**config.mk**
```make
export PLATFORM = sky130hd
export DESIGN_NAME = lm32_tlb_refill
export DESIGN_NICKNAME = d
export VERILOG_FILES = /design/src/rtl/lm32_tlb_refill.sv
export SDC_FILE = /design/constraint.sdc
export NUM_CORES = 1
export LEC_CHECK = 0
export ABC_CLOCK_PERIOD_IN_PS = 5900
export CAP_MARGIN = 10
export CORE_ASPECT_RATIO = 0.9
export CORE_UTILIZATION = 44
export CTS_CLUSTER_DIAMETER = 150
export DETAILED_ROUTE_END_ITERATION = 12
export GPL_ROUTABILITY_DRIVEN = 0
export HOLD_SLACK_MARGIN = 0.05
export PLACE_DENSITY_LB_ADDON = 0.3
export RECOVER_POWER = 100
export SYNTH_ARGS = -nofsm -noshare
export SYNTH_HDL_FRONTEND = slang
export SYNTH_SLANG_ARGS = --single-unit
```
**constraint.sdc**
```tcl
create_clock -name clk_i -period 5.9 [get_ports clk_i]
set_input_delay 1.18 -clock clk_i [delete_from_list [all_inputs] [get_ports clk_i]]
set_output_delay 1.18 -clock clk_i [all_outputs]
set_load 0.05 [all_outputs]
```
**src/rtl/lm32_tlb_refill.sv**
```systemverilog
// LM32 MMU refill walker: one-level page-table walk for DTLB/ITLB misses, round-robin shared.
// Optional FETCH watchdog enabled by defining LM32_TLB_REFILL_TIMEOUT_EN.
module lm32_tlb_refill #(
  parameter int page_size     = 4096,
  parameter int pte_valid_bit = 0
) (
  input  logic        clk_i,
  input  logic        rst_n_i,
  input  logic        dreq_i,
  input  logic [31:0] dvaddr_i,
  input  logic        ireq_i,
  input  logic [31:0] ivaddr_i,
  input  logic [31:0] ptbr_i,
  input  logic        flush_i,
  output logic        mem_req_o,
  output logic [31:0] mem_addr_o,
  input  logic        mem_ack_i,
  input  logic [31:0] mem_data_i,
  input  logic        mem_err_i,
  output logic        upd_valid_o,
  output logic        upd_sel_o,
  output logic [31:0] upd_vaddr_o,
  output logic [31:0] upd_paddr_o,
  input  logic        upd_ready_i,
  output logic        dack_o,
  output logic        iack_o,
  output logic        dfault_o,
  output logic        ifault_o,
  output logic        busy_o
);

  localparam int po = $clog2(page_size);

  typedef enum logic [1:0] {IDLE, FETCH, UPDATE, DRAIN} state_t;

  state_t      state, state_nxt;
  logic        sel_q, sel_nxt;
  logic        last_q, last_nxt;
  logic [31:0] vaddr_q, vaddr_nxt;
  logic [31:0] paddr_q, paddr_nxt;
  logic [31:0] addr_q, addr_nxt;
  logic        flush_pend_q, flush_nxt;
  logic        dfault_q, ifault_q;
  logic        lock_q;
  logic        fault;
  logic        discard;
  logic        grant_sel;
  logic [31:0] gvaddr;
  logic [31:0] pte_addr;
  logic        unused_bits;

`ifdef LM32_TLB_REFILL_TIMEOUT_EN
  logic [9:0]  wd_cnt_q;

  always_ff @(posedge clk_i or negedge rst_n_i) begin
    if (!rst_n_i)
      wd_cnt_q <= '0;
    else if (state != FETCH)
      wd_cnt_q <= '0;
    else
      wd_cnt_q <= wd_cnt_q + 10'd1;
  end
`endif

  // On a tie the requester not granted last wins.
  assign grant_sel = (dreq_i && ireq_i) ? ~last_q : ireq_i;
  assign gvaddr    = grant_sel ? ivaddr_i : dvaddr_i;
  assign pte_addr  = {ptbr_i[31:2], 2'b00}
                   + {{(po-2){1'b0}}, gvaddr[31:po], 2'b00};
  assign discard   = flush_pend_q | flush_i;

  assign unused_bits = ^{ptbr_i[1:0], gvaddr[po-1:0], mem_data_i[po-1:0]};

  always_comb begin
    state_nxt = state;
    sel_nxt   = sel_q;
    last_nxt  = last_q;
    vaddr_nxt = vaddr_q;
    paddr_nxt = paddr_q;
    addr_nxt  = addr_q;
    flush_nxt = flush_pend_q;
    fault     = 1'b0;
    case (state)
      IDLE: begin
        flush_nxt = 1'b0;
        // Lockout covers a pulse in flight and the cycle right after one.
        if ((dreq_i || ireq_i) && !flush_i && !lock_q && !dfault_q && !ifault_q) begin
          sel_nxt   = grant_sel;
          last_nxt  = grant_sel;
          vaddr_nxt = {gvaddr[31:po], {po{1'b0}}};
          addr_nxt  = pte_addr;
          state_nxt = FETCH;
        end
      end
      FETCH: begin
        if (mem_err_i) begin
          state_nxt = IDLE;
          fault     = ~discard;
        end else if (mem_ack_i) begin
          if (discard) begin
            state_nxt = IDLE;
          end else if (mem_data_i[pte_valid_bit]) begin
            paddr_nxt = {mem_data_i[31:po], {po{1'b0}}};
            state_nxt = UPDATE;
          end else begin
            fault     = 1'b1;
            state_nxt = IDLE;
          end
        end else begin
          // The bus read cannot be abandoned; remember the flush and drop the result.
          if (flush_i)
            flush_nxt = 1'b1;
`ifdef LM32_TLB_REFILL_TIMEOUT_EN
          if (wd_cnt_q == 10'd1023) begin
            state_nxt = IDLE;
            fault     = ~discard;
          end
`endif
        end
      end
      UPDATE: begin
        if (flush_i)
          state_nxt = IDLE;
        else if (upd_ready_i)
          state_nxt = DRAIN;
      end
      DRAIN: state_nxt = IDLE;
      default: state_nxt = IDLE;
    endcase
  end

  always_ff @(posedge clk_i or negedge rst_n_i) begin
    if (!rst_n_i) begin
      state        <= IDLE;
      sel_q        <= 1'b0;
      last_q       <= 1'b1;
      vaddr_q      <= '0;
      paddr_q      <= '0;
      addr_q       <= '0;
      flush_pend_q <= 1'b0;
      dfault_q     <= 1'b0;
      ifault_q     <= 1'b0;
      lock_q       <= 1'b0;
    end else begin
      state        <= state_nxt;
      sel_q        <= sel_nxt;
      last_q       <= last_nxt;
      vaddr_q      <= vaddr_nxt;
      paddr_q      <= paddr_nxt;
      addr_q       <= addr_nxt;
      flush_pend_q <= flush_nxt;
      dfault_q     <= fault & ~sel_q;
      ifault_q     <= fault & sel_q;
      lock_q       <= (state == DRAIN) | dfault_q | ifault_q;
    end
  end

  assign mem_req_o   = (state == FETCH);
  assign mem_addr_o  = addr_q;
  assign upd_valid_o = (state == UPDATE) && !flush_i;
  assign upd_sel_o   = sel_q;
  assign upd_vaddr_o = vaddr_q;
  assign upd_paddr_o = paddr_q;
  assign dack_o      = (state == DRAIN) && !sel_q;
  assign iack_o      = (state == DRAIN) && sel_q;
  assign dfault_o    = dfault_q;
  assign ifault_o    = ifault_q;
  assign busy_o      = (state != IDLE);

endmodule
```
---- Yosys cells after proc, flatten, opt, wreduce, memory -nomap -nowiden ----
Cells that the tools add are included.
storage, ports and cells
  register bits ........................... 80
  latch bits .............................. 0
  bits in read-only memories .............. 0
  memories kept ........................... 0
  word-level logic and storage cells ...... 69
  input port bits ......................... 136
  RAM bits ................................ 0
operators by class
  multipliers ............................. 0
  shift-type cells ........................ 0
  $add $sub $neg .......................... 1
  $lt $le $gt $ge ......................... 0
  reduce and logical (&&, ||, !) cells .... 21
  bitwise gates (word level) .............. 9
  divide/modulo/power cells ............... 0
  equality and inequality tests ........... 9
  multiplexer cells ....................... 19
operators with widths
  kind                                                                      count
  32-bit by 22-bit adder with 32-bit output                                 1
  32-bit 2-to-1 mux                                                         1
  2-bit 2-to-1 mux                                                          7
  1-bit 2-to-1 mux                                                          9
  1-bit logical AND                                                         8
  2-bit inequality test (second input constant)                             4
  2-bit one-hot mux with 4 select lines                                     1
  1-bit logical NOT                                                         5
  5-bit AND reduction                                                       1
  2-bit equality test (second input constant)                               2
  1-bit NOT                                                                 4
  4-bit AND reduction                                                       1
  2-bit nonzero test                                                        2
  3-bit by 1-bit inequality test with 1-bit output (second input constant)  1
  3-bit inequality test (second input constant)                             1
  1-bit bitwise OR                                                          3
  3-bit AND reduction                                                       1
  1-bit bitwise AND                                                         2
  2-bit by 1-bit equality test with 1-bit output (second input constant)    1
  2-bit logical NOT                                                         1
  1-bit one-hot mux with 2 select lines                                     1
  2-bit AND reduction                                                       1
  1-bit logical OR                                                          1

---- Logic depth before layout (Yosys ltp) ----
  depth after elaboration ................. 7
  depth in mapped cells ................... 12
  depth with buffers taken out ............ 11

---- Worst setup path after synthesis ----
Ideal clock, no wire load.
  path kind ............................... input -> register
  from .................................... input ireq_i
  to ...................................... register addr_q[18], in the netlist mem_addr_o[18]
  stages .................................. 12
  arrival ................................. 3.652 ns
  setup slack ............................. 2.119 ns
  cells stage by stage .................... a21boi_0 buf_2 mux2_2 ha_1 fa_1 a21oi_1 nand4b_4 a211oi_2 or2_1 a21oi_2 xnor2_1 o21ai_2
between the ends
  elaborated cells on any way between the ends .. 10
  classes of those cells .................. 1 x add/sub; 2 x mux; 7 x reduce/logical
RTL lines
  what                                         RTL line  source
  from (decl)                                  11        input logic ireq_i,
  1-bit logical AND                            66        assign grant_sel = (dreq_i && ireq_i) ? ~last_q : ireq_i;
  1-bit 2-to-1 mux *                           66
  32-bit 2-to-1 mux *                          67        assign gvaddr = grant_sel ? ivaddr_i : dvaddr_i;
  net gvaddr[12]                               48        logic [31:0] gvaddr;
  32-bit by 22-bit adder with 32-bit output *  69        + {{(po-2){1'b0}}, gvaddr[31:po], 2'b00};
  to (signal assigned)                         150       addr_q <= addr_nxt;
  to (decl)                                    41        logic [31:0] addr_q, addr_nxt;
The timed path passes the listed nets; every way through them passes the cells marked *.
A chain may end at the register's enable or synchronous reset.

---- Final worst setup path ----
  from .................................... input ireq_i
  to ...................................... register addr_q[29], in the netlist mem_addr_o[29]
The elaborated chain is that of the path after synthesis.

==> flow_metrics.tcl <==
set metrics [dict create \
    outcome "complete, but fails checks" \
    violations "max-capacitance violations, max-slew violations" \
    die_h_um 99.5 \
    io_pins 240 \
    synth_area_per_cell_um2 9.57 \
    yosys.area.top_type "dfrtp_1" \
    clk_latency_ps 330 \
    worstHoldPathType "reg -> reg" \
    grt_max_degree 79 \
    start_kind "input port" \
    vias 4134 \
    synth_edf_count 0 \
    grt_overflow_total 0 \
    wl_per_cell_um 15.5 \
    worst_slew_pin_slew_ps 1860 \
    ys_types 56 \
    syn_inst 486 \
    place_area_mm2 0.00642 \
    htree_num_levels 3 \
    io_buffers 176 \
    maxCapViolCount 1 \
    cp.arrival_ps 4730 \
    maxSlewHeadroom_pct -24.4 \
    clk_pin_slew_ps 60 \
    criticalPathCategory "in -> reg" \
    skew_ps 4.53 \
    dr.pass1.iters 4 \
    viasPerCell 5.21 \
    fmax_mhz 220 \
    yosysMostFrequentCell "nand2_1" \
    synth_top_flop_cell "dfrtp_1" \
    syn_to_final_growth_pct 43.2 \
    yosys.area.top_type_share_pct 41.4 \
    powerDensity_mw_per_mm2 508 \
    cts.sinks 78 \
    period_share_pct 77.0 \
    synthTopCellsByCount "nand2_1, dfrtp_1, mux2_2, o21ai_1, buf_4" \
    drc 0 \
    rows 35 \
    stdcell_area_mm2 0.00666 \
    cts_hold_repair.buffers 0 \
    coreArea_mm2 0.0102 \
    layout_setup_ws_ps 1360 \
    pre_cts_ws_ps 1220 \
    drv_slew 28 \
    drt_iter0_markers 204 \
    cts_tree "done" \
    post-route-min-period_ps 4540 \
    seqCellArea_mm2 0.00195 \
    ys_seq_elements 78 \
    start_util_pct 45.4 \
    dieArea_mm2 0.0110 \
    cts_resized 0 \
    nNetsFinal 818 \
    drive_gt1_share_pct 10.1 \
    hold_viol 0 \
    hold_slack_ps 474 \
    dpl.hpwl_um 9290 \
    ant_nets 0 \
    wirelength_um 12300 \
    chipWidth_um 110 \
    postCtsSetupBuffers 0 \
    async_flop_share_pct 100 \
    synth_area_mm2 0.00465 \
    yosysSeqAreaShare_pct 42.0 \
    tns_ps 0 \
    clockBufferDepth 2 \
    grt_pass1_wl_um 19400 \
    fillers 873 \
    cp_max_fo 14 \
    grtUsageTotal_pct 22.9 \
    setup_viol 0 \
    root_buffer "clkbuf_16" \
    ys_top_cells_by_area "dfrtp_1, mux2_2, nand2_1" \
    required_ps 6090 \
    cts_made_buffers 9 \
    yosysWarnings 0 \
    rsz0062_at_grt "false" \
    antenna_found_initial 1 \
    leakagePower_nw 3.05 \
    ir_drop_uv 280 \
    cp-end-kind "flop" \
    grt_pass1_vias 4029 \
    multi_input_area_mm2 0.00245 \
]
## area by class of cell
type                       instances  area share [%]
antenna                            1          0.0376
tap                              129            2.42
sequential                        78            29.3
clock buffer                       9            3.38
inverter                           3           0.169
multi-input combinational        388            36.8
clock inverter                     7            1.18
timing repair buffer             179            26.7
## kinds of logic (layout without fill, tap and decap cells)
kind of cell    after synthesis  in the layout  synth area share (%)
xor+xnor                     27             27                  5.09
mux                          41             41                  9.93
fa+ha+maj                    23             23                  6.35
compound gates               99             99                  13.9
flops                        78             78                  42.0
simple gates                172            172                  16.4
other cells                   1             27                0.0807
buf+inv                      45            198                  6.16
## per-layer routing
layer	global-route usage [%]	up-vias	wire length (um)
li1	-	1971	-
met1	26.9	1977	4800
met2	40.8	173	6330
met3	5.90	13	1020
met4	6.07	0	160
met5	0	-	0
## where the power goes
group	total, W	switching, W	internal [W]
clock network	0.000566	0.000232	0.000334
registers	0.000891	0.000118	0.000773
logic	0.00193	0.00133	0.000597
## registers in the layout (all words and copies together) (netlist names)
signal,count
dfault_o,1
lock_q,1
ifault_o,1
flush_pend_q,1
state,2
upd_sel_o,1
upd_vaddr_o,20
upd_paddr_o,20
mem_addr_o,30
last_q,1
## worst paths after layout
check / startpoint / to / slack (ps) / cells after the start
hold / removal: upd_vaddr_o[20] / upd_vaddr_o[20] / 470 / 2
min in group asynchronous: rst_n_i / upd_vaddr_o[12] / 1010 / 1
hold reg to reg: upd_vaddr_o[20] / upd_vaddr_o[20] / 470 / 2
setup / recovery: ireq_i / mem_addr_o[29] / 1360 / 12
setup reg to reg: last_q / mem_addr_o[29] / 2410 / 11
max in group asynchronous: rst_n_i / mem_addr_o[12] / 4250 / 1
## per-stage QoR
step	total power, W	utilization [%]	instances
2_1_floorplan	0.00227	-	511
5_1_grt	0.00357	65.0	794
4_1_cts	0.00353	65.6	793
3_3_place_gp	0.00291	62.6	777
3_5_place_dp	0.00295	62.6	777
6_report	0.00338	65.0	794
## worst max-delay path, cell delays in order
cell	delay, ps
dlygate4sd3_1	550
a21boi_2	440
buf_4	340
mux2_1	390
ha_1	370
a21oi_1	270
o21a_1	210
a2bb2oi_1	230
a21oi_1	210
o2111ai_1	290
xor2_1	170
o21ai_0	80
## placed cells by master (no fill, tap or decap), types with 4 or more instances in the layout
master | synthesis | layout
a211oi_1 | 2 | 4
a21o_1 | 6 | 6
a21oi_1 | 22 | 25
and3_1 | 5 | 5
clkbuf_16 | 0 | 9
clkdlybuf4s50_1 | 0 | 94
conb_1 | 1 | 26
dfrtp_1 | 77 | 77
dlygate4sd3_1 | 0 | 81
ha_1 | 22 | 22
inv_6 | 0 | 4
mux2_1 | 0 | 4
mux2_2 | 41 | 37
nand2_1 | 121 | 121
nand3_1 | 4 | 4
nor2_1 | 18 | 18
o21a_1 | 4 | 4
o21ai_0 | 7 | 17
o21ai_1 | 32 | 22
xnor2_1 | 16 | 16
xor2_1 | 11 | 11
No activity file was read; power rests on OpenSTA's default activity.
